`config.mk`:
```
export PLATFORM = sky130hd
export DESIGN_NAME = instr_fetch_queue
export DESIGN_NICKNAME = d
export VERILOG_FILES = /design/src/rtl/instr_fetch_queue.sv
export SDC_FILE = /design/constraint.sdc
export NUM_CORES = 1
export LEC_CHECK = 0
export CAP_MARGIN = 20
export CORE_ASPECT_RATIO = 1.4
export CORE_MARGIN = 5
export CORE_UTILIZATION = 55
export CTS_BUF_LIST = sky130_fd_sc_hd__clkbuf_16
export DETAILED_ROUTE_END_ITERATION = 16
export PLACE_DENSITY_LB_ADDON = 0.12
export SYNTH_ARGS = -nofsm -noshare
export SYNTH_HDL_FRONTEND = slang
export SYNTH_SLANG_ARGS = --single-unit
export TNS_END_PERCENT = 10
```
`constraint.sdc`:
```
create_clock -name clk -period 4.05 [get_ports clk]
set_input_delay 1.0125 -clock clk [delete_from_list [all_inputs] [get_ports clk]]
set_output_delay 1.0125 -clock clk [all_outputs]
set_load 0.005 [all_outputs]
```
`src/rtl/instr_fetch_queue.sv`:
```
// -----------------------------------------------------------------------------
// instr_fetch_queue
//
// Fetch front-end for the single-cycle core. Issues one word fetch at a time
// to a variable-latency instruction memory and buffers returned words, tagged
// with their address, in a DEPTH-entry FIFO. The oldest entry is presented to
// the core. A redirect flushes the FIFO and restarts fetching at the target;
// a response that is still in flight at that moment is waited for and dropped.
//
// Ports
//   clk, reset          : rising-edge clock, asynchronous active-low reset
//   imem_req/imem_addr  : fetch request and word address (held until granted)
//   imem_gnt            : memory accepts the request this cycle
//   imem_rvalid/rdata   : response for the single outstanding request
//   instr_valid         : FIFO head present
//   instruction/instr_pc: FIFO head word and its address (0 when empty)
//   instr_ready         : core consumes the head this cycle
//   redirect/redirect_pc: flush and restart fetch at redirect_pc (word aligned)
//   queue_count         : number of valid FIFO entries
//   dbg_state_o         : fetch FSM state (0 IDLE, 1 REQ, 2 WAIT, 3 DRAIN)
//
// Handshakes
//   Memory side: a request transfers on a cycle where imem_req && imem_gnt;
//   imem_req and imem_addr stay stable until then. Exactly one imem_rvalid
//   follows each transferred request, on a later cycle.
//   Core side: the head transfers on a cycle where instr_valid && instr_ready;
//   instr_ready is ignored while instr_valid is low.
// -----------------------------------------------------------------------------
module instr_fetch_queue #(
   parameter int unsigned DEPTH    = 4,
   parameter logic [31:0] RESET_PC = 32'h0000_0000
) (
   input  logic                     clk,
   input  logic                     reset,
   output logic                     imem_req,
   output logic [31:0]              imem_addr,
   input  logic                     imem_gnt,
   input  logic                     imem_rvalid,
   input  logic [31:0]              imem_rdata,
   output logic                     instr_valid,
   output logic [31:0]              instruction,
   output logic [31:0]              instr_pc,
   input  logic                     instr_ready,
   input  logic                     redirect,
   input  logic [31:0]              redirect_pc,
   output logic [$clog2(DEPTH):0]   queue_count,
   output logic [1:0]               dbg_state_o
);

   localparam int unsigned PW = $clog2(DEPTH);
   localparam int unsigned CW = PW + 1;
   localparam logic [31:0] RESET_PC_W = RESET_PC & 32'hFFFF_FFFC;

   typedef enum logic [1:0] {
      S_IDLE  = 2'd0,
      S_REQ   = 2'd1,
      S_WAIT  = 2'd2,
      S_DRAIN = 2'd3
   } state_t;

   state_t        state_q;
   logic [31:0]   fetch_pc_q;
   logic [31:0]   req_pc_q;
   logic          imem_req_q;
   logic [CW-1:0] count_q, count_d;
   logic [PW-1:0] rd_ptr_q, rd_ptr_d;
   logic [PW-1:0] wr_ptr_q, wr_ptr_d;
   logic [31:0]   pc_mem_q   [DEPTH];
   logic [31:0]   data_mem_q [DEPTH];

   logic          push;
   logic          pop;
   logic          not_empty;

   // Redirect wins over everything: a same-cycle response or pop is ignored.
   assign not_empty = (count_q != '0);
   assign push      = !redirect && (state_q == S_WAIT) && imem_rvalid;
   assign pop       = !redirect && not_empty && instr_ready;

   // ---------------------------------------------------------------------------
   // Fetch FSM. Only stored entries gate a new request: with a single request
   // outstanding and REQ entered only when a slot is free, the returning word
   // always has room.
   // ---------------------------------------------------------------------------
   always_ff @(posedge clk or negedge reset) begin
      if (!reset) begin
         state_q    <= S_IDLE;
         fetch_pc_q <= RESET_PC_W;
         req_pc_q   <= '0;
         imem_req_q <= 1'b0;
      end else if (redirect) begin
         fetch_pc_q <= redirect_pc & 32'hFFFF_FFFC;
         imem_req_q <= 1'b0;
         case (state_q)
            S_IDLE:  state_q <= S_IDLE;
            // A granted request has a response coming that must be swallowed.
            S_REQ:   state_q <= imem_gnt    ? S_DRAIN : S_IDLE;
            S_WAIT:  state_q <= imem_rvalid ? S_IDLE  : S_DRAIN;
            S_DRAIN: state_q <= imem_rvalid ? S_IDLE  : S_DRAIN;
            default: state_q <= S_IDLE;
         endcase
      end else begin
         case (state_q)
            S_IDLE: begin
               if (count_q < CW'(DEPTH)) begin
                  state_q    <= S_REQ;
                  imem_req_q <= 1'b1;
               end
            end
            S_REQ: begin
               if (imem_gnt) begin
                  state_q    <= S_WAIT;
                  req_pc_q   <= fetch_pc_q;
                  imem_req_q <= 1'b0;
               end
            end
            S_WAIT: begin
               if (imem_rvalid) begin
                  state_q    <= S_IDLE;
                  fetch_pc_q <= req_pc_q + 32'd4;
               end
            end
            S_DRAIN: begin
               if (imem_rvalid) begin
                  state_q <= S_IDLE;
               end
            end
            default: begin
               state_q    <= S_IDLE;
               imem_req_q <= 1'b0;
            end
         endcase
      end
   end

   // ---------------------------------------------------------------------------
   // FIFO bookkeeping. Pointers wrap naturally because DEPTH is a power of 2.
   // ---------------------------------------------------------------------------
   always_comb begin
      count_d  = count_q;
      rd_ptr_d = rd_ptr_q;
      wr_ptr_d = wr_ptr_q;
      if (redirect) begin
         count_d  = '0;
         rd_ptr_d = '0;
         wr_ptr_d = '0;
      end else begin
         if (push) wr_ptr_d = wr_ptr_q + PW'(1);
         if (pop)  rd_ptr_d = rd_ptr_q + PW'(1);
         if (push && !pop)      count_d = count_q + CW'(1);
         else if (pop && !push) count_d = count_q - CW'(1);
      end
   end

   always_ff @(posedge clk or negedge reset) begin
      if (!reset) begin
         count_q  <= '0;
         rd_ptr_q <= '0;
         wr_ptr_q <= '0;
      end else begin
         count_q  <= count_d;
         rd_ptr_q <= rd_ptr_d;
         wr_ptr_q <= wr_ptr_d;
      end
   end

   // Storage needs no reset: entries are only visible once counted valid.
   always_ff @(posedge clk) begin
      if (push) begin
         pc_mem_q[wr_ptr_q]   <= req_pc_q;
         data_mem_q[wr_ptr_q] <= imem_rdata;
      end
   end

   // ---------------------------------------------------------------------------
   // Outputs
   // ---------------------------------------------------------------------------
   assign imem_req    = imem_req_q;
   assign imem_addr   = fetch_pc_q;
   assign instr_valid = not_empty;
   assign instruction = not_empty ? data_mem_q[rd_ptr_q] : 32'h0;
   assign instr_pc    = not_empty ? pc_mem_q[rd_ptr_q]   : 32'h0;
   assign queue_count = count_q;
   assign dbg_state_o = state_q;

endmodule

```
== Word-level counts from Yosys, hierarchy flattened ==
Memory sizes are Yosys's and may differ from the RTL's.
Cells that the tools add are included.

* Eq/ne operators: 6
* Magnitude comparators: 1
* Reductions and logical operators: 22
* Add/subtract/negate cells: 5
* Multiplexer cells: 26
* Bitwise gates (word level): 1

{| class="wikitable"
|+ Operator list
! cell !! count
|-
| two-way mux 32 bit || 5
|-
| adder 32 x 3 -> 32 bit (second input constant) || 1
|-
| two-way mux 2 bit || 10
|-
| one-hot mux 2 bit (3 select lines) || 2
|-
| two-way mux 3 bit || 3
|-
| AND reduction 3 bit || 3
|-
| nonzero test 3 bit || 3
|-
| nonzero test 2 bit || 4
|-
| logical AND 1 bit || 6
|-
| != test 3 bit (second input constant) || 2
|-
| two-way mux 1 bit || 5
|-
| adder 2 x 1 -> 2 bit (second input constant) || 2
|-
| equality test 2 bit (second input constant) || 2
|-
| adder 3 x 1 -> 3 bit (second input constant) || 1
|-
| zero test 1 bit || 3
|-
| < comparator 3 bit (second input constant) || 1
|-
| != test 3 x 1 -> 1 bit (second input constant) || 1
|-
| subtractor 3 x 1 -> 3 bit (second input constant) || 1
|-
| equality test 2 x 1 -> 1 bit (second input constant) || 1
|-
| zero test 2 bit || 1
|-
| one-hot mux 1 bit (2 select lines) || 1
|-
| AND reduction 2 bit || 1
|-
| OR reduction 2 bit || 1
|-
| NOT 1 bit || 1
|}

* Input bits: 70
* Bits in writable memories: 256
* Memories kept: 2
* Bits in registers: 74
* Output and inout port bits: 103
* Logic and storage cells: 70

{| class="wikitable"
|+ Memory list
! name !! words !! width !! rd ports !! clocked after memory_dff !! write ports !! line !! text
|-
| data_mem_q || 4 || 32 || 1 || 0 || 1 || 69 || <nowiki>logic [31:0] data_mem_q [DEPTH];</nowiki>
|-
| pc_mem_q || 4 || 32 || 1 || 0 || 1 || 68 || <nowiki>logic [31:0] pc_mem_q [DEPTH];</nowiki>
|}

== Depth between registers and ports, before layout ==
Gate-level depths: netlist of run 1.

* Word-level depth: 8
* Depth in mapped cells: 9
* Mapped depth without buffers: 6

== Least setup slack after synthesis of run 1 ==
Ideal clock, no wire load.

* Path type: input-to-reg
* From: input redirect
* To: memory data_mem_q[0][0], enable pin
* Slack: 0.478 ns
* Data arrival time: 3.143 ns
* Stages on the path: 4
* Path buffers: 2
* Required time: 3.621 ns
* Setup time: 0.429 ns
* Cells stage by stage: clkbuf_1 clkbuf_1 nor2_1 and2_1

* Word-level cells in the longest chain between the ends: 5

{| class="wikitable"
|+ RTL lines
! what !! line !! text
|-
| from (decl) || 44 || <nowiki>input logic redirect,</nowiki>
|-
| zero test 1 bit || 77 || <nowiki>assign push = !redirect && (state_q == S_WAIT) && imem_rvalid;</nowiki>
|-
| logical AND 1 bit (2 in a row) || 77 ||
|-
| two-way mux 1 bit || 169 || <nowiki>if (push) begin</nowiki>
|-
| two-way mux 1 bit (not written as such) || 171 || <nowiki>data_mem_q[wr_ptr_q] <= imem_rdata;</nowiki>
|-
| to (decl) || 69 ||
|}

Every way passes these cells.

== Final worst setup path of run 1 ==
* From: register rd_ptr_q[0]
* To: output instr_pc[21]

* Word-level cells in the longest chain between the ends: 2

{| class="wikitable"
|+ RTL lines
! what !! line !! text
|-
| from (decl) || 66 || <nowiki>logic [PW-1:0] rd_ptr_q, rd_ptr_d;</nowiki>
|-
| from (signal assigned) || 162 || <nowiki>rd_ptr_q <= rd_ptr_d;</nowiki>
|-
| memory (4 x 32 bit) || n/a ||
|-
| two-way mux 32 bit || 182 || <nowiki>assign instr_pc = not_empty ? pc_mem_q[rd_ptr_q] : 32'h0;</nowiki>
|-
| to (decl) || 42 || <nowiki>output logic [31:0] instr_pc,</nowiki>
|}

Every way passes these cells.

==> results of run 1 <==
worst paths after layout:
| path | start | end |
|---|---|---|
| min in group asynchronous | reset | req_pc_q[19] |
| max reg2reg | req_pc_q[2] | imem_addr[20] |
| min | imem_addr[17] | req_pc_q[17] |
| min reg2reg | imem_addr[17] | req_pc_q[17] |
| max in group asynchronous | reset | rd_ptr_q[0] |
| max | rd_ptr_q[0] | instr_pc[21] |
report_power, final:
| group | switching [W] | leakage (nW) | internal, W |
|---|---|---|---|
| registers | 0.000531 | 3.23 | 0.00411 |
| logic | 0.00115 | 1.96 | 0.00174 |
| clock network | 0.00118 | 0.502 | 0.00164 |
| total | 0.00286 | 5.69 | 0.00750 |
kinds of logic (layout without fill, tap and decap cells):
family / Yosys count / count (layout) / synth area share, %
and+or+nand+nor: 206 / 206 / 8.51
xor gates and xnor gates: 33 / 33 / 2.14
muxes: 99 / 99 / 13.6
DFF: 330 / 330 / 70.8
adders and majority gates: 6 / 6 / 0.613
buffers and inverters: 51 / 249 / 1.62
AOI/OAI and AO/OA: 54 / 54 / 2.78
per-stage QoR:
step           cells  util (%)  setup slack [ps]
2_1_floorplan    779         -               478
3_3_place_gp    1230      64.9               797
3_5_place_dp    1230      64.9               720
4_1_cts         1286      69.0               149
5_1_grt         1287      69.1               128
6_report        1287      69.1               296
critical path, delay by kind of cell, from the launching register on:
kind | cells | cell delay (ps)
buf+inv | 2 | 750
flops | 1 | 660
mux | 1 | 580
simple gates | 1 | 190
registers in the layout, indices dropped and copies added (netlist names):
register and flops:
req_pc_q 32, imem_addr 32, queue_count 3, imem_req 1
pc_mem_q 128, rd_ptr_q 2, dbg_state_o 2, data_mem_q 128
wr_ptr_q 2
cell usage in the layout, fill, tap and decap left out, drive strengths merged, types with 12 or more instances in the layout:
master,netlist,final
dfrtp,74,74
nand2,65,65
nor2,20,20
mux2,30,30
inv,8,12
o221ai,18,18
xor2,22,22
clkdlybuf4s50,0,168
clkinv,0,15
buf,21,17
o21ai,15,15
clkbuf,22,31
a21oi,13,13
edfxtp,256,256
mux4,64,64
and2,71,71
area by class of cell:
type,instances,area [um^2],share of cell area (%)
clock buffer,31,776,4.67
clock inverter,25,221,1.33
inverter,8,30.0,0.181
multi-input combinational,398,3740,22.5
sequential,330,9550,57.4
tap,310,388,2.33
timing repair buffer,185,1920,11.5
layer usage:
| metal | up-vias | track usage [%] |
|---|---|---|
| li1 | 3333 | - |
| met1 | 3893 | 27.2 |
| met2 | 232 | 36.7 |
| met3 | 49 | 3.16 |
| met4 | 4 | 5.46 |
| met5 | - | 0 |
==> impl_metrics.env, run 1 <==
export IMPL_status="complete, no violations"
export IMPL_yosysTopAreaCell="edfxtp_1"
export IMPL_vias=7511
export IMPL_p_leak_nw=5.69
export IMPL_max_freq_ghz=0.266
export IMPL_synth_area_leaders="edfxtp_1 57%, dfrtp_1 14%, mux4_2 11%"
export IMPL_ctsLongestPathBuffers=3
export IMPL_post_cts_resized=0
export IMPL_drive_gt1_share_pct=18.0
export IMPL_power_density_nw_per_um2=623
export IMPL_worstSkewPairLatency_ps=550
export IMPL_yosysWarnings=0
export IMPL_worst_endpoint_required_ps=3040
export IMPL_fp_dieW_um=142
export IMPL_numCtsBuffers=30
export IMPL_cp_slowest_cell="dfrtp_4"
export IMPL_worstPathArrival_ps=2740
export IMPL_netlist_area_um2=13500
export IMPL_cts_tree="yes"
export IMPL_clk_pin_slew_ps=70
export IMPL_routed_top_layer="met5"
export IMPL_grt_pass1_wl_mm=45.3
export IMPL_fin_skew_ps=12.9
export IMPL_worstPathCellList="buf_12 -> mux4_2 -> and2_1 -> clkdlybuf4s50_1"
export IMPL_synth_seq_area_share_pct=70.8
export IMPL_gp_congestion=0.843
export IMPL_place_area_um2=15600
export IMPL_met2_length_mm=15.2
export IMPL_tightest_slew_ps=986
export IMPL_cpPeakStageDelay_ps=660
export IMPL_initial_core_util_pct=56.0
export IMPL_synth_edff_count=256
export IMPL_wl_met1_mm=11.4
export IMPL_synthCells=779
export IMPL_dr_pass1_iters=5
export IMPL_numPortBuffers=170
export IMPL_totalWireLength_mm=28.8
export IMPL_synth_cell_types=47
export IMPL_synth_nets=855
export IMPL_rows=67
export IMPL_wl_met3_mm=1.48
export IMPL_ctsHoldBuffers=0
export IMPL_reg2regPathDepth=6
export IMPL_slew_limit_headroom_pct=34.3
export IMPL_hold_viol=0
export IMPL_crit_path_end_kind="output pin"
export IMPL_track_usage_pct=20.9
export IMPL_viasPerCell=5.84
export IMPL_synth_main_ff_cell="edfxtp_1"
export IMPL_grt_pass1_vias=8102
export IMPL_finalSetupViolCount=0
export IMPL_post_cts_buffers=0
export IMPL_ant_nets=0
export IMPL_post_route_period_util_pct=92.7
export IMPL_post_route_min_period_ps=3750
export IMPL_synth_top_area_share_pct=57.0
export IMPL_grt_setup_unrepaired="no"
export IMPL_synthTopCellsByCount="256 x edfxtp_1, 74 x dfrtp_1, 71 x and2_1, 64 x mux4_2, 64 x nand2_1"
export IMPL_fin_setup_tns_ps=0
export IMPL_async_reset_ff_share_pct=22.4
export IMPL_cp_max_fo=28
export IMPL_hold_slack_ps=546
export IMPL_finalMaxSlewViolations=0
export IMPL_vdd_ir_drop_max_mv=0.436
export IMPL_io_pins=173
export IMPL_core_um2=24100
export IMPL_drt_iter0_drc=441
export IMPL_grt_overflow_total=0
export IMPL_min_path_type="reg -> reg"
export IMPL_dp_hpwl_mm=18.3
export IMPL_maxCapViolations=0
export IMPL_fin_area_um2=16600
export IMPL_layout_nets=1029
export IMPL_drc_errors=0
export IMPL_p_total_w=0.0104
export IMPL_yosysMostFrequentCell="edfxtp_1"
export IMPL_crit_type="reg -> out"
export IMPL_antenna_found_initial=2
export IMPL_start_kind="register"
export IMPL_wl_per_cell_um=22.4
export IMPL_die_area_um2=27800
export IMPL_grt_max_degree=75
export IMPL_syn_avg_cell_area_um2=17.3
export IMPL_n_fill_cell=1569
export IMPL_area_delta_synth_final_pct=23.3
export IMPL_htreeDepth=1
export IMPL_r2r_setup_slack_ps=1720
export IMPL_root_buffer="clkbuf_16"
export IMPL_synth_seq_cells=330
export IMPL_cts_sinks=330
export IMPL_min_path_cells=1
export IMPL_dieHeight_um=195
export IMPL_diodes=0
Note: power is estimated with default switching activity, not from simulation.
==> inputs of run 2 (changes only) <==
ABC_AREA = 1   (was default)
CORE_UTILIZATION = 56   (was 55)
SETUP_SLACK_MARGIN = 0.15   (was default)
==> run 2 against run 1 <==
Net effect:
- clock skew rose by 6.5 ps
- cell count rose by 40%
- wire length rose by 9.8%
- critical path type unchanged
- global-route usage rose by 1.5 points
- count of clock-buffer cells in the layout rose by 4
- fmax rose by 1.5%
- worst hold slack got worse by 35 ps
==> impl_metrics.env, run 2 <==
export IMPL_start_kind="register"
export IMPL_power_density_nw_per_um2=603
export IMPL_numPortBuffers=170
export IMPL_synth_cell_types=40
export IMPL_diodes=0
export IMPL_async_reset_ff_share_pct=22.4
export IMPL_dp_hpwl_mm=19.2
export IMPL_grt_overflow_total=0
export IMPL_cpPeakStageDelay_ps=540
export IMPL_utilization_pct=69.1
export IMPL_r2r_setup_slack_ps=2020
export IMPL_crit_path_end_kind="output pin"
export IMPL_ctsHoldBuffers=0
export IMPL_worst_endpoint_required_ps=3040
export IMPL_synth_adder_area_share_pct=0.591
export IMPL_synthCells=1309
export IMPL_track_usage_pct=22.4
export IMPL_switching_share_pct=31.1
export IMPL_maxCapViolations=0
export IMPL_htreeDepth=1
export IMPL_power_internal_w=0.00708
export IMPL_yosysTopAreaCell="edfxtp_1"
export IMPL_numCtsBuffers=30
export IMPL_synth_seq_cells=330
export IMPL_area_delta_synth_final_pct=21.9
export IMPL_ant_nets=0
export IMPL_synth_nets=1385
export IMPL_gp_congestion=0.905
export IMPL_finalSetupViolCount=0
export IMPL_finalMaxSlewViolations=0
export IMPL_viasPerCell=5.42
export IMPL_grt_max_degree=130
export IMPL_layout_nets=1542
export IMPL_post_route_period_util_pct=91.3
export IMPL_worstPathCellList="clkinv_2 -> buf_4 -> o21ai_0 -> a21oi_1 -> clkdlybuf4s50_1"
export IMPL_crit_family="buffers and inverters"
export IMPL_final_common_cell="nor2_1"
export IMPL_yosysWarnings=0
export IMPL_drc_errors=0
export IMPL_drive_gt1_share_pct=7.11
export IMPL_synth_area_leaders="edfxtp_1 55%, dfrtp_1 13%, nor2_1 8.9%"
export IMPL_synth_top_area_share_pct=55.0
export IMPL_ctsLongestPathBuffers=3
export IMPL_syn_avg_cell_area_um2=10.7
export IMPL_cts_sinks=330
export IMPL_muxShareOfSynthArea_pct=0.322
export IMPL_hold_viol=0
export IMPL_yosysMostFrequentCell="nor2_1"
export IMPL_vdd_ir_drop_max_mv=0.332
export IMPL_dieHeight_um=197
export IMPL_cp_slowest_cell="clkdlybuf4s50_1"
export IMPL_clk_pin_slew_ps=70
export IMPL_slew_limit_headroom_pct=44.1
export IMPL_clkPwrFrac_pct=26.2
export IMPL_pwr_share_seq_pct=44.8
export IMPL_die_area_um2=28300
export IMPL_cp_num_buf_inv=3
export IMPL_post_cts_resized=0
export IMPL_worstPathArrival_ps=2690
export IMPL_crit_type="reg -> out"
export IMPL_synthTopCellsByCount="330 x nor2_1, 256 x edfxtp_1, 174 x nand2_1, 170 x o21ai_0, 78 x a21oi_1"
export IMPL_synth_main_ff_cell="edfxtp_1"
export IMPL_synth_xor_area_share_pct=0.877
export IMPL_share_comb_of_total_power_pct=29.0
export IMPL_cts_tree="yes"
export IMPL_grt_pass1_wl_mm=50.1
export IMPL_io_pins=173
export IMPL_grt_setup_unrepaired="no"
export IMPL_synth_seq_area_share_pct=68.2
export IMPL_totalWireLength_mm=31.6
export IMPL_min_path_type="reg -> reg"
export IMPL_status="complete, no violations"
export IMPL_fin_cells=1805
export IMPL_antenna_found_initial=0
export IMPL_synth_compound_area_share_pct=9.83
export IMPL_initial_core_util_pct=56.7
export IMPL_dr_pass1_iters=5
export IMPL_max_freq_ghz=0.270
export IMPL_fin_skew_ps=19.3
export IMPL_placed_cells=1749
export IMPL_cp_max_fo=38
export IMPL_drt_iter0_drc=614
export IMPL_p_sw_w=0.00320
export IMPL_p_leak_nw=6.33
export IMPL_worstSkewPairLatency_ps=550
export IMPL_grt_pass1_vias=9859
export IMPL_root_buffer="clkbuf_16"
export IMPL_synth_edff_count=256
export IMPL_final_cell_mix="326 x nor2_1, 256 x edfxtp_1, 174 x nand2_1, 170 x o21ai_0, 169 x clkdlybuf4s50_1"
export IMPL_synth_top_family_by_area="simple AND/OR/NAND/NOR gates"
export IMPL_synth_simple_area_share_pct=16.4
export IMPL_wl_per_cell_um=17.5
export IMPL_netlist_area_um2=14000
export IMPL_post_cts_buffers=0
export IMPL_tightest_slew_ps=839
export IMPL_fp_dieW_um=144
export IMPL_reg_top3="data_mem_q x128, pc_mem_q x128"
export IMPL_post_route_min_period_ps=3700
export IMPL_n_fill_cell=1863
export IMPL_core_um2=24700
export IMPL_vias=9787
export IMPL_rows=68
[run 2: cell types whose count changed after synthesis, moves of 19 or more]
cell and delta:
mux4_2 -64, mux2_2 -26, a21oi_1 +65, nand2_1 +110, o21ai_0 +156, and2_1 -71, nor2_1 +312, inv_1 +46
nand3_1 +19
[run 2: worst paths after layout]
kind                           startpoint              to  depth (start not counted)
max                           rd_ptr_q[0]    instr_pc[12]                          5
min                         imem_addr[26]   imem_addr[26]                          2
max reg2reg                queue_count[2]  queue_count[2]                         10
min reg2reg                 imem_addr[26]   imem_addr[26]                          2
max in group asynchronous           reset    req_pc_q[12]                          2
min in group asynchronous           reset  queue_count[0]                          1
[run 2: cell families after synthesis]
family	count (synthesis)
buffers and inverters	127
adders and majority gates	6
DFF	330
AOI/OAI and AO/OA	266
and+or+nand+nor	562
muxes	4
xor gates and xnor gates	14
[run 2: power groups by stage]
stage	registers [W]	clock network [W]	logic [W]
after floorplan	0.00450	0	0.00150
after global placement	0.00464	0	0.00297
after detailed placement	0.00465	0	0.00300
after CTS	0.00459	0.00273	0.00302
after global routing	0.00466	0.00287	0.00331
final	0.00460	0.00269	0.00298
[run 2: final cells by class]
class	count	area [um^2]	area share, %
clock inverter	21	92.6	0.543
tap	315	394	2.31
multi-input combinational	852	3950	23.2
timing repair buffer	191	1960	11.5
inverter	61	235	1.38
sequential	330	9540	56.0
clock buffer	35	876	5.14
[run 2: layer usage]
layer | GRT usage (%) | vias to the layer above | wire (um)
met5 | 0 | - | 0
met4 | 7.68 | 0 | 1030
met3 | 2.52 | 57 | 1750
met2 | 40.0 | 312 | 16200
met1 | 28.2 | 4666 | 12700
li1 | - | 4752 | -
[run 2: metrics by stage]
stage	power, W	setup TNS (ps)	worst slack [ps]	cell area (um^2)	hold WS [ps]
floorplan	0.00600	-181810	-710	14000	494
global placement	0.00761	0	822	16100	500
detailed placement	0.00765	0	816	16100	495
CTS	0.0103	0	196	17000	515
global route	0.0108	0	187	17000	532
finish	0.0103	0	351	17000	511
[run 2: worst register-to-register path: stages, from the launching register on]
cell,delay (ps)
dfrtp_1,400
inv_1,110
nand3_1,220
nand2_1,180
nand2_1,140
inv_1,70
fa_1,380
xnor2_1,180
xor2_1,150
nand3_1,80
nand2_1,70
